**src/rtl/kd_tree_ctrl_if.sv**
```systemverilog
// kd_tree_ctrl_if: center stream and root-node command/data link of the kd-tree build sequencer.
interface kd_tree_ctrl_if #(
  parameter int unsigned DATA_W = 24,
  parameter int unsigned CMD_W  = 5
);
  logic              center_valid;
  logic              center_ready;
  logic [DATA_W-1:0] center_data;
  logic [CMD_W-1:0]  cmd_to_root;
  logic [DATA_W-1:0] data_to_root;
  logic [CMD_W-1:0]  cmd_from_root;

  // Controller side
  modport master (
    input  center_valid, center_data, cmd_from_root,
    output center_ready, cmd_to_root, data_to_root
  );

  // Center source / root node side
  modport slave (
    output center_valid, center_data, cmd_from_root,
    input  center_ready, cmd_to_root, data_to_root
  );
endinterface

```
**src/rtl/kd_tree_ctrl.sv**
```systemverilog
// kd_tree_ctrl: drives the kd-tree root node through reset, center fill,
// sort start and sort completion, with per-phase timeouts and error codes.
// Optional macro KD_TREE_CTRL_PERF_EN adds a sort-latency counter on sort_cycles.
module kd_tree_ctrl #(
  parameter int unsigned DATA_W      = 24,
  parameter int unsigned CMD_W       = 5,
  parameter int unsigned NUM_CENTERS = 20,
  parameter int unsigned TIMEOUT     = 1024
) (
  input  logic        clk,
  input  logic        reset,
  input  logic        start,
  kd_tree_ctrl_if.master bus,
  output logic        busy,
  output logic        done,
  output logic        error,
  output logic [1:0]  err_code,
  output logic [31:0] sort_cycles
);

  localparam int unsigned TCNT_W = $clog2(TIMEOUT);
  localparam int unsigned FCNT_W = 16;

  localparam logic [CMD_W-1:0] CMD_NOP       = CMD_W'(5'h00);
  localparam logic [CMD_W-1:0] CMD_RST       = CMD_W'(5'h1f);
  localparam logic [CMD_W-1:0] CMD_RST_DONE  = CMD_W'(5'h1e);
  localparam logic [CMD_W-1:0] CMD_FILL      = CMD_W'(5'h01);
  localparam logic [CMD_W-1:0] CMD_FILL_DONE = CMD_W'(5'h05);
  localparam logic [CMD_W-1:0] CMD_SORT      = CMD_W'(5'h09);
  localparam logic [CMD_W-1:0] CMD_SORT_OK   = CMD_W'(5'h0f);

  localparam logic [TCNT_W-1:0] TCNT_LAST = TCNT_W'(TIMEOUT - 1);
  localparam logic [FCNT_W-1:0] FCNT_MAX  = FCNT_W'(NUM_CENTERS);

  typedef enum logic [2:0] {
    S_IDLE, S_RST, S_FILL, S_SORT_GO, S_SORT_WAIT, S_DONE, S_ERR
  } state_t;

  state_t            state;
  logic [TCNT_W-1:0] tcnt;
  logic [FCNT_W-1:0] fill_cnt;

  logic rst_done, fill_done, sort_ok, tmo, accept;

  assign rst_done  = (bus.cmd_from_root == CMD_RST_DONE);
  assign fill_done = (bus.cmd_from_root == CMD_FILL_DONE);
  assign sort_ok   = (bus.cmd_from_root == CMD_SORT_OK);
  assign tmo       = (tcnt == TCNT_LAST);

  // Ready only in FILL, below the center quota, and never when the root signals fill done
  assign bus.center_ready = (state == S_FILL) && (fill_cnt < FCNT_MAX) && !fill_done;
  assign accept           = bus.center_valid && bus.center_ready;

  // Sequencer state, registered outputs and phase counters
  always_ff @(posedge clk) begin
    if (reset) begin
      state            <= S_IDLE;
      tcnt             <= '0;
      fill_cnt         <= '0;
      bus.cmd_to_root  <= CMD_NOP;
      bus.data_to_root <= '0;
      busy             <= 1'b0;
      done             <= 1'b0;
      error            <= 1'b0;
      err_code         <= 2'd0;
    end else begin
      case (state)
        S_IDLE, S_DONE, S_ERR: begin
          bus.cmd_to_root <= CMD_NOP;
          if (start) begin
            state           <= S_RST;
            bus.cmd_to_root <= CMD_RST;
            busy            <= 1'b1;
            done            <= 1'b0;
            error           <= 1'b0;
            err_code        <= 2'd0;
            fill_cnt        <= '0;
            tcnt            <= '0;
          end
        end
        S_RST: begin
          if (rst_done) begin
            state           <= S_FILL;
            bus.cmd_to_root <= CMD_NOP;
            tcnt            <= '0;
          end else if (tmo) begin
            state           <= S_ERR;
            bus.cmd_to_root <= CMD_NOP;
            busy            <= 1'b0;
            error           <= 1'b1;
            err_code        <= 2'd1;
            tcnt            <= '0;
          end else begin
            bus.cmd_to_root <= CMD_RST;
            tcnt            <= tcnt + TCNT_W'(1);
          end
        end
        S_FILL: begin
          if (fill_done) begin
            state            <= S_SORT_GO;
            bus.cmd_to_root  <= CMD_SORT;
            bus.data_to_root <= '0;
            tcnt             <= '0;
          end else if (accept) begin
            bus.cmd_to_root  <= CMD_FILL;
            bus.data_to_root <= bus.center_data;
            fill_cnt         <= fill_cnt + FCNT_W'(1);
            tcnt             <= '0;
          end else if (tmo) begin
            state           <= S_ERR;
            bus.cmd_to_root <= CMD_NOP;
            busy            <= 1'b0;
            error           <= 1'b1;
            err_code        <= 2'd2;
            tcnt            <= '0;
          end else begin
            bus.cmd_to_root <= CMD_NOP;
            tcnt            <= tcnt + TCNT_W'(1);
          end
        end
        S_SORT_GO: begin
          bus.cmd_to_root <= CMD_NOP;
          tcnt            <= '0;
          if (sort_ok) begin
            state <= S_DONE;
            busy  <= 1'b0;
            done  <= 1'b1;
          end else begin
            state <= S_SORT_WAIT;
          end
        end
        S_SORT_WAIT: begin
          bus.cmd_to_root <= CMD_NOP;
          if (sort_ok) begin
            state <= S_DONE;
            busy  <= 1'b0;
            done  <= 1'b1;
            tcnt  <= '0;
          end else if (tmo) begin
            state    <= S_ERR;
            busy     <= 1'b0;
            error    <= 1'b1;
            err_code <= 2'd3;
            tcnt     <= '0;
          end else begin
            tcnt <= tcnt + TCNT_W'(1);
          end
        end
        default: begin
          state           <= S_IDLE;
          bus.cmd_to_root <= CMD_NOP;
          busy            <= 1'b0;
        end
      endcase
    end
  end

`ifdef KD_TREE_CTRL_PERF_EN
  logic [31:0] perf_cnt;
  logic        in_sort;

  assign in_sort = (state == S_SORT_GO) || (state == S_SORT_WAIT);

  // Sort latency: cycles from the start_sorting command to valid_sort, saturating
  always_ff @(posedge clk) begin
    if (reset) begin
      perf_cnt    <= '0;
      sort_cycles <= '0;
    end else begin
      if ((state == S_FILL) && fill_done) begin
        perf_cnt <= '0;
      end else if (in_sort && !sort_ok && (perf_cnt != 32'hFFFF_FFFF)) begin
        perf_cnt <= perf_cnt + 32'd1;
      end
      if (in_sort && sort_ok) begin
        sort_cycles <= perf_cnt;
      end else if (((state == S_IDLE) || (state == S_DONE) || (state == S_ERR)) && start) begin
        sort_cycles <= '0;
      end
    end
  end
`else
  assign sort_cycles = 32'd0;
`endif

endmodule

```
**src/flat_wrapper.sv**
```systemverilog
// flat-port wrapper written by rule: the top's interface ports become plain ports
module kd_tree_ctrl_flat 
#(
  parameter int unsigned DATA_W      = 24,
  parameter int unsigned CMD_W       = 5,
  parameter int unsigned NUM_CENTERS = 20,
  parameter int unsigned TIMEOUT     = 1024
)
  (clk, reset, start, busy, done, error, err_code, sort_cycles, bus_center_valid, bus_center_data, bus_cmd_from_root, bus_center_ready, bus_cmd_to_root, bus_data_to_root);
  kd_tree_ctrl_if #(.DATA_W(DATA_W), .CMD_W(CMD_W)) bus_i ();
  input  logic clk;
  input  logic reset;
  input  logic start;
  output logic busy;
  output logic done;
  output logic error;
  output logic [1:0] err_code;
  output logic [31:0] sort_cycles;
  input wire logic [$bits(bus_i.center_valid)-1:0] bus_center_valid;
  input wire logic [$bits(bus_i.center_data)-1:0] bus_center_data;
  input wire logic [$bits(bus_i.cmd_from_root)-1:0] bus_cmd_from_root;
  output wire logic [$bits(bus_i.center_ready)-1:0] bus_center_ready;
  output wire logic [$bits(bus_i.cmd_to_root)-1:0] bus_cmd_to_root;
  output wire logic [$bits(bus_i.data_to_root)-1:0] bus_data_to_root;
  assign bus_i.center_valid = bus_center_valid;
  assign bus_i.center_data = bus_center_data;
  assign bus_i.cmd_from_root = bus_cmd_from_root;
  assign bus_center_ready = bus_i.center_ready;
  assign bus_cmd_to_root = bus_i.cmd_to_root;
  assign bus_data_to_root = bus_i.data_to_root;
  kd_tree_ctrl #(.DATA_W(DATA_W), .CMD_W(CMD_W), .NUM_CENTERS(NUM_CENTERS), .TIMEOUT(TIMEOUT)) u_core (.clk(clk), .reset(reset), .start(start), .bus(bus_i), .busy(busy), .done(done), .error(error), .err_code(err_code), .sort_cycles(sort_cycles));
endmodule
```
**config.mk**
```make
export PLATFORM = sky130hd
export DESIGN_NAME = kd_tree_ctrl_flat
export DESIGN_NICKNAME = d
export VERILOG_FILES = /design/src/rtl/kd_tree_ctrl_if.sv /design/src/rtl/kd_tree_ctrl.sv /design/src/flat_wrapper.sv
export SDC_FILE = /design/constraint.sdc
export NUM_CORES = 1
export LEC_CHECK = 0
export ABC_AREA = 1
export CAP_MARGIN = 40
export CORE_MARGIN = 8
export CORE_UTILIZATION = 40
export CTS_BUF_LIST = sky130_fd_sc_hd__clkbuf_8
export CTS_CLUSTER_DIAMETER = 60
export CTS_CLUSTER_SIZE = 8
export DETAILED_ROUTE_END_ITERATION = 12
export GPL_TIMING_DRIVEN = 0
export PLACE_DENSITY = 0.71
export SLEW_MARGIN = 20
export SYNTH_ARGS = -nofsm -noshare
export SYNTH_HDL_FRONTEND = slang
export SYNTH_SLANG_ARGS = --single-unit
```
**constraint.sdc**
```tcl
create_clock -name clk -period 5.5 [get_ports clk]
set_clock_uncertainty 0.15 [all_clocks]
set_input_delay 0.825 -clock clk [delete_from_list [all_inputs] [get_ports clk]]
set_output_delay 0.825 -clock clk [all_outputs]
set_load 0.005 [all_outputs]
```
== Yosys cells after proc, flatten, opt, wreduce, memory -nomap -nowiden ==
Index checks and enable logic that the tools add are counted.

* Register bits after elaboration: 63
* Bits of input ports: 33

* Add/sub/neg operators: 2
* $lt $le $gt $ge: 1
* Eq/ne operators: 22
* Multiplexer cells: 53
* Reduce and logical (&&, ||, !) cells: 20

{| class="wikitable"
|+ Operators with widths
! kind !! count
|-
| two-way mux 10 bit || 6
|-
| case mux 10 bit (5 select lines) || 1
|-
| two-way mux 16 bit || 3
|-
| two-way mux 24 bit || 2
|-
| case mux 16 bit (2 select lines) || 1
|-
| two-way mux 5 bit || 4
|-
| two-way mux 3 bit || 6
|-
| adder 16 x 1 -> 16 bit (second input constant) || 1
|-
| < comparator 16 x 5 -> 1 bit (second input constant) || 1
|-
| two-way mux 1 bit || 16
|-
| two-way mux 2 bit || 8
|-
| case mux 3 bit (5 select lines) || 1
|-
| case mux 5 bit (3 select lines) || 1
|-
| inequality test 2 x 1 -> 1 bit (second input constant) || 6
|-
| adder 10 x 1 -> 10 bit (second input constant) || 1
|-
| == test 10 bit (second input constant) || 1
|-
| inequality test 2 bit (second input constant) || 5
|-
| == test 3 bit (second input constant) || 3
|-
| AND reduction 9 bit || 1
|-
| case mux 2 bit (4 select lines) || 1
|-
| == test 3 x 2 -> 1 bit (second input constant) || 2
|-
| AND reduction 2 bit || 3
|-
| AND reduction 6 bit || 1
|-
| nonzero test 2 bit || 3
|-
| other kinds (18) || 20
|}

== Longest topological paths before layout ==
Gate-level depths: netlist of the first run.

* Word-level depth: 7
* Gate-level depth with buffers: 13
* Depth with buffers taken out: 12

== Least setup slack after synthesis of the first run ==
OpenSTA, ideal clock, no wires.

* Path kind: input port to output port
* From: input bus_cmd_from_root[2]
* To: output bus_center_ready
* Arrival: 1.260 ns
* Data required time: 4.525 ns
* Slack: 3.265 ns
* Stages: 5
* Cell sequence: nand2_1 -> nor2_1 -> nand2_1 -> nand2_2 -> nor2_1

* Word-level cells in the longest chain between the ends: 3

{| class="wikitable"
|+ Ends and longest elaborated chain
! element !! line !! RTL
|-
| start: declaration || flat_wrapper.sv:21 || <nowiki>input wire logic [$bits(bus_i.cmd_from_root)-1:0] bus_cmd_from_root;</nowiki>
|-
| == test 5 x 3 -> 1 bit || kd_tree_ctrl.sv:46 || <nowiki>assign fill_done = (bus.cmd_from_root == CMD_FILL_DONE);</nowiki>
|-
| logical NOT 1 bit || kd_tree_ctrl.sv:51 || <nowiki>assign bus.center_ready = (state == S_FILL) && (fill_cnt < FCNT_MAX) && !fill_done;</nowiki>
|-
| logical AND 1 bit || kd_tree_ctrl.sv:51 ||
|-
| end: declaration || flat_wrapper.sv:22 || <nowiki>output wire logic [$bits(bus_i.center_ready)-1:0] bus_center_ready;</nowiki>
|}

Every way passes these cells.

== Worst setup path after layout of the first run ==
* From: input bus_cmd_from_root[0]
* To: output bus_center_ready

The elaborated chain is that of the path after synthesis.

==> results of run 1 <==
==> critical path: cells and delay by family <==
| kind | cells | cell delay, ns |
|---|---|---|
| buf+inv | 2 | 0.95 |
| simple gates | 5 | 0.51 |
==> worst max path at each step <==
stage	startpoint	end	slack, ns	cells past startpoint
2_1_floorplan	bus_cmd_from_root[2]	bus_center_ready	3.27	5
3_3_place_gp	bus_cmd_from_root[0]	bus_center_ready	2.24	7
5_1_grt	bus_cmd_from_root[0]	bus_center_ready	2.17	7
3_5_place_dp	bus_cmd_from_root[0]	bus_center_ready	2.23	7
6_report	bus_cmd_from_root[0]	bus_center_ready	2.24	7
4_1_cts	bus_cmd_from_root[0]	bus_center_ready	2.23	7
==> metal layers <==
metal | wire [microns] | share of wire | vias to the layer above | global-route usage
met4 | 82 | 0.010 | 0 | 0.0569
met1 | 3230 | 0.41 | 1294 | 0.158
met3 | 831 | 0.11 | 7 | 0.0669
met5 | 0 | 0 | - | 0
li1 | - | - | 1512 | -
met2 | 3760 | 0.48 | 96 | 0.240
==> area by class of cell <==
class                   instances  area, sq um
fillers                       738         3440
inverters                      43          161
plain buffers                  46          339
well taps                     102          128
flip-flops and latches         61         1220
clock buffers                  10          138
clock inverters                 6         55.1
repair buffers                 66          661
multi-input cells             310         1510
==> layout by cell type, fill, tap and decap left out, types with 2 or more instances in the layout <==
cell type        instances
clkbuf_8                10
nor3_2                  10
a31oi_1                  2
ha_1                     2
o21ai_0                  7
nand3_1                 16
clkinv_2                 2
nand2_1                123
nor2_1                  33
buf_6                    5
nor2_4                   4
nor3_1                   4
buf_4                   34
conb_1                  32
nand2_4                  2
inv_1                   37
or2_2                    2
clkdlybuf4s50_1         66
nand2_2                  3
clkbuf_1                 6
inv_2                    8
nand4_1                  9
nor2_2                   3
a21oi_1                 45
o21bai_1                 3
dfxtp_1                 61
==> report_power, final <==
group | switching, uW | leakage, uW | total [uW] | internal, uW
clock network | 169 | 0.000105 | 386 | 217
registers | 6.33 | 0.000493 | 457 | 451
logic | 78.6 | 0.00120 | 152 | 73.1
==> state kept, by name, summed over array words and instances, names as in the netlist <==
signal	cells
u_core.bus.data_to_root	24
u_core.fill_cnt	16
u_core.bus.cmd_to_root	3
u_core.state	3
u_core.error	1
u_core.done	1
u_core.err_code	2
u_core.tcnt	10
u_core.busy	1
==> cells by family after synthesis <==
| logic type | count (synthesis) | share of synthesized area |
|---|---|---|
| and+or+nand+nor | 213 | 0.321 |
| buffers and inverters | 89 | 0.161 |
| AOI/OAI and AO/OA | 61 | 0.107 |
| DFF | 61 | 0.392 |
| adders and majority gates | 3 | 0.0145 |
| xor gates and xnor gates | 1 | 0.00282 |
| other | 1 | 0.00121 |
==> per-stage QoR <==
step | total power (uW) | hold WS (ns) | instance area, sq um | std cells
after floorplan | 561 | 0.268 | 3230 | 460
after global placement | 614 | 0.280 | 4020 | 628
after detailed placement | 617 | 0.287 | 4020 | 628
after CTS | 1000 | 0.297 | 4210 | 644
after global routing | 1040 | 0.320 | 4210 | 644
final | 994 | 0.294 | 4210 | 644
==> impl_metrics.env, run 1 <==
export IMPL_grt_pass1_wl_microns=13300
export IMPL_die_h_microns=104
export IMPL_async_flop_share=0
export IMPL_leakagePower_uw=0.00179
export IMPL_hold_path_depth=2
export IMPL_synth_seq_cells=61
export IMPL_tightest_slew_ns=0.635
export IMPL_drv_slew=0
export IMPL_cts_resized_gates=0
export IMPL_path_max_fanout=4
export IMPL_ys_warn_count=0
export IMPL_gp_congestion=0.883
export IMPL_tritoncts="built"
export IMPL_fmax_mhz=307
export IMPL_period_needed_ns=3.26
export IMPL_final_nets=573
export IMPL_synth_common_cells="nand2_1, dfxtp_1, a21oi_1"
export IMPL_grt_max_degree=11
export IMPL_cts_setup_buffers=0
export IMPL_worstHoldStart="u_core.fill_cnt[9]"
export IMPL_drive_gt1_frac=0.166
export IMPL_wl_per_cell_microns=12.3
export IMPL_antenna_found_initial=0
export IMPL_rsz0062_at_grt="false"
export IMPL_initial_core_util=0.407
export IMPL_utilization=0.550
export IMPL_hpwlAfterDp_microns=6080
export IMPL_synthFlopType="dfxtp_1"
export IMPL_slew_headroom=0.577
export IMPL_ir_drop_v=0.000153
export IMPL_grt_overflow_total=0
export IMPL_cp_required_ns=4.53
export IMPL_setup_violations=0
export IMPL_rows=32
export IMPL_grt_pass1_vias=2888
export IMPL_worstPathCellList="clkdlybuf4s50_1 -> nand2_1 -> nor2_1 -> nand2_1 -> nand2_2 -> nor2_1 -> clkdlybuf4s50_1"
export IMPL_drv_cap=0
export IMPL_antennaDiodeCount=0
export IMPL_viasPerCell=4.52
export IMPL_crit_slowest_cell="clkdlybuf4s50_1"
export IMPL_powerDensity_nw_per_um2=236
export IMPL_reg2reg_depth=7
export IMPL_hp_class="flip-flop to flip-flop"
export IMPL_first_iter_violations=118
export IMPL_vias=2909
export IMPL_cts_sinks=61
export IMPL_syn2layout_area_growth_pct=35.3
export IMPL_h_tree_depth=3
export IMPL_cts_buffer_depth=2
export IMPL_hold_end="u_core.fill_cnt[9]"
export IMPL_rrSetupSlack_ns=3.45
export IMPL_port_buffers=66
export IMPL_yosysMostFrequentCell="nand2_1"
export IMPL_cts_made_buffers=9
export IMPL_insertion_delay_ns=0.33
export IMPL_io_pins=100
export IMPL_seq_area_frac_synth=0.392
export IMPL_worst_setup_path_type="input pin to output pin"
export IMPL_synth_area_leaders="dfxtp_1, nand2_1, buf_4, a21oi_1, inv_1"
export IMPL_cts_root_buffer="clkbuf_8"
export IMPL_cp_arrival_ns=2.28
export IMPL_core_sq_um=7650
export IMPL_fin_tns_setup_ns=0
export IMPL_track_usage=0.145
export IMPL_critical_path_max_stage_delay_ns=0.50
export IMPL_r2r_end="u_core.tcnt[9]"
export IMPL_cp_start_kind="input pin"
export IMPL_dr_pass1_iters=4
export IMPL_syn_cell_area_sq_um=3110
export IMPL_outcome="completed"
export IMPL_crit_path_end_kind="output pin"
export IMPL_path_clk_slew_ns=0.06
export IMPL_routed_wl_microns=7900
export IMPL_period_share=0.592
export IMPL_synth_cells=429
export IMPL_holdBufCountCts=0
export IMPL_dpl_worst_slack_ns=2.23
export IMPL_r2r_start="u_core.state[2]"
export IMPL_ys_types=34
export IMPL_synth_edf_count=0
export IMPL_dieArea_sq_um=10900
export IMPL_dieWidth_microns=104
export IMPL_syn_avg_cell_area_sq_um=7.25
export IMPL_drc=0
export IMPL_yosysTopAreaCell="dfxtp_1"
export IMPL_synth_top_area_share=0.392
export IMPL_layout_setup_ws_ns=2.24
export IMPL_hold_viol=0
export IMPL_drtAntennaViolNets=0
Power figures use the tool's default switching activity.
==> inputs of run 2 (changes only) <==
- PLACE_DENSITY: 0.71 -> 0.74
- clock period: 5.5 -> 2.8 ns (I/O delays scaled with it)
==> run 2 against run 1 <==
Against the previous run:
- routed wire length fell by 2.8%
- largest power group unchanged
- final cell count did not move
- highest routed layer unchanged
- clock-buffer cell count did not move
- die area did not move
- combinational power rose by 95%
- sequential share of layout area fell by 0.21 points
- critical endpoint unchanged
- register-to-register slack got worse by 2.7 ns
- first-iteration DRC count fell by 16%
- largest cell class unchanged
==> impl_metrics.env, run 2 (synthesis gave the netlist of run 1 again) <==
export IMPL_outcome="completed"
export IMPL_p_int_uw=1550
export IMPL_path_max_fanout=4
export IMPL_crit_path_end_kind="output pin"
export IMPL_utilization=0.554
export IMPL_first_iter_violations=99
export IMPL_nFillCells=724
export IMPL_routed_wl_microns=7690
export IMPL_worstHoldStart="u_core.fill_cnt[9]"
export IMPL_viasPerCell=4.50
export IMPL_cp_arrival_ns=1.88
export IMPL_cp_start_kind="input pin"
export IMPL_holdBufCountCts=0
export IMPL_cts_made_buffers=9
export IMPL_worst_setup_path_type="input pin to output pin"
export IMPL_initial_core_util=0.407
export IMPL_antennaDiodeCount=0
export IMPL_grt_pass1_vias=2821
export IMPL_cts_sinks=61
export IMPL_rows=32
export IMPL_final_common_cell="nand2_1"
export IMPL_tightest_slew_ns=0.634
export IMPL_layout_setup_ws_ns=0.347
export IMPL_swShare=0.252
export IMPL_powerDensity_nw_per_um2=489
export IMPL_vias=2895
export IMPL_period_share=0.876
export IMPL_tritoncts="built"
export IMPL_final_nets=573
export IMPL_cp_required_ns=2.23
export IMPL_r2r_end="u_core.tcnt[9]"
export IMPL_layout_cells_most_common_list="nand2_1, clkdlybuf4s50_1, dfxtp_1"
export IMPL_hpwlAfterDp_microns=5800
export IMPL_rrSetupSlack_ns=0.78
export IMPL_antenna_found_initial=0
export IMPL_hp_class="flip-flop to flip-flop"
export IMPL_h_tree_depth=3
export IMPL_p_comb_frac=0.143
export IMPL_drtAntennaViolNets=0
export IMPL_drv_cap=0
export IMPL_slew_headroom=0.578
export IMPL_grt_overflow_total=0
export IMPL_io_pins=100
export IMPL_dieArea_sq_um=10900
export IMPL_port_buffers=66
export IMPL_biggestRegsByFlops="u_core.bus.data_to_root x24, u_core.fill_cnt x16, u_core.tcnt x10"
export IMPL_cts_root_buffer="clkbuf_8"
export IMPL_track_usage=0.144
export IMPL_regMostFlops="u_core.bus.data_to_root"
export IMPL_period_needed_ns=2.45
export IMPL_hold_viol=0
export IMPL_rsz0062_at_grt="false"
export IMPL_dr_pass1_iters=4
export IMPL_path_clk_slew_ns=0.07
export IMPL_drv_slew=0
export IMPL_hold_end="u_core.fill_cnt[9]"
export IMPL_grt_max_degree=12
export IMPL_clkPwrFrac=0.424
export IMPL_drive_gt1_frac=0.170
export IMPL_ir_drop_v=0.000290
export IMPL_switchingPower_uw=522
export IMPL_r2r_start="u_core.state[2]"
export IMPL_hold_path_depth=2
export IMPL_p_seq_frac=0.433
export IMPL_syn2layout_area_growth_pct=36.3
export IMPL_fin_tns_setup_ns=0
export IMPL_gp_congestion=0.880
export IMPL_core_sq_um=7650
export IMPL_drc=0
export IMPL_cts_resized_gates=0
export IMPL_fmax_mhz=408
export IMPL_cts_buffer_depth=2
export IMPL_numPlacedInstances=628
export IMPL_dieWidth_microns=104
export IMPL_cts_setup_buffers=0
export IMPL_setup_violations=0
export IMPL_grt_pass1_wl_microns=13100
export IMPL_final_cells=644
export IMPL_reg2reg_depth=7
export IMPL_die_h_microns=104
export IMPL_largest_reg_flops=24
export IMPL_dpl_worst_slack_ns=0.324
export IMPL_insertion_delay_ns=0.34
export IMPL_leakagePower_uw=0.00180
export IMPL_wl_per_cell_microns=11.9
-- run 2: cell types whose count changed in the layout (fill, tap and decap cells not counted) --
cell and delta:
inv_1 -2, bufinv_16 +1, clkinv_4 +1
-- run 2: worst max path at each step --
stage	start	end	slack, ns	depth (start not counted)
after floorplan	u_core.state[2]	u_core.tcnt[9]	0.99	7
after global placement	bus_cmd_from_root[0]	bus_center_ready	0.32	7
after detailed placement	bus_cmd_from_root[0]	bus_center_ready	0.32	7
after CTS	bus_cmd_from_root[0]	bus_center_ready	0.33	7
after global routing	bus_cmd_from_root[0]	bus_center_ready	0.22	7
final	bus_cmd_from_root[0]	bus_center_ready	0.35	7
-- run 2: routing by layer --
metal  part of all wire  GRT usage  up-vias
met2               0.47      0.241       92
met5                  0          0        -
met1               0.41      0.149     1275
li1                   -          -     1508
met4              0.018     0.0558        0
met3               0.10     0.0750       20
-- run 2: layout make-up --
type                    instances  area [sq um]  area share
multi-input cells             310          1510       0.355
flip-flops and latches         61          1220       0.288
repair buffers                 66           661       0.156
plain buffers                  46           339      0.0800
inverters                      43           161      0.0381
clock buffers                  10           138      0.0325
well taps                     102           128      0.0301
clock inverters                 6          86.3      0.0204
-- run 2: power groups by stage --
stage | sequential, uW | clock, uW | combinational, uW
floorplan | 917 | 0 | 185
finish | 897 | 879 | 297
CTS | 897 | 902 | 295
global placement | 917 | 0 | 291
detailed placement | 917 | 0 | 294
global route | 900 | 939 | 329
-- run 2: worst max-delay path, stage by stage --
cell,delay (ns)
clkdlybuf4s50_1,0.43
nand2_1,0.07
nor2_1,0.05
nand2_1,0.13
nand2_2,0.11
nor2_1,0.15
clkdlybuf4s50_1,0.53
-- run 2: per-stage QoR --
stage | total power [uW] | area (sq um) | hold WS [ns]
finish | 2070 | 4240 | 0.289
detailed placement | 1210 | 4020 | 0.281
global placement | 1210 | 4020 | 0.280
CTS | 2090 | 4240 | 0.293
floorplan | 1100 | 3230 | 0.268
global route | 2170 | 4240 | 0.314
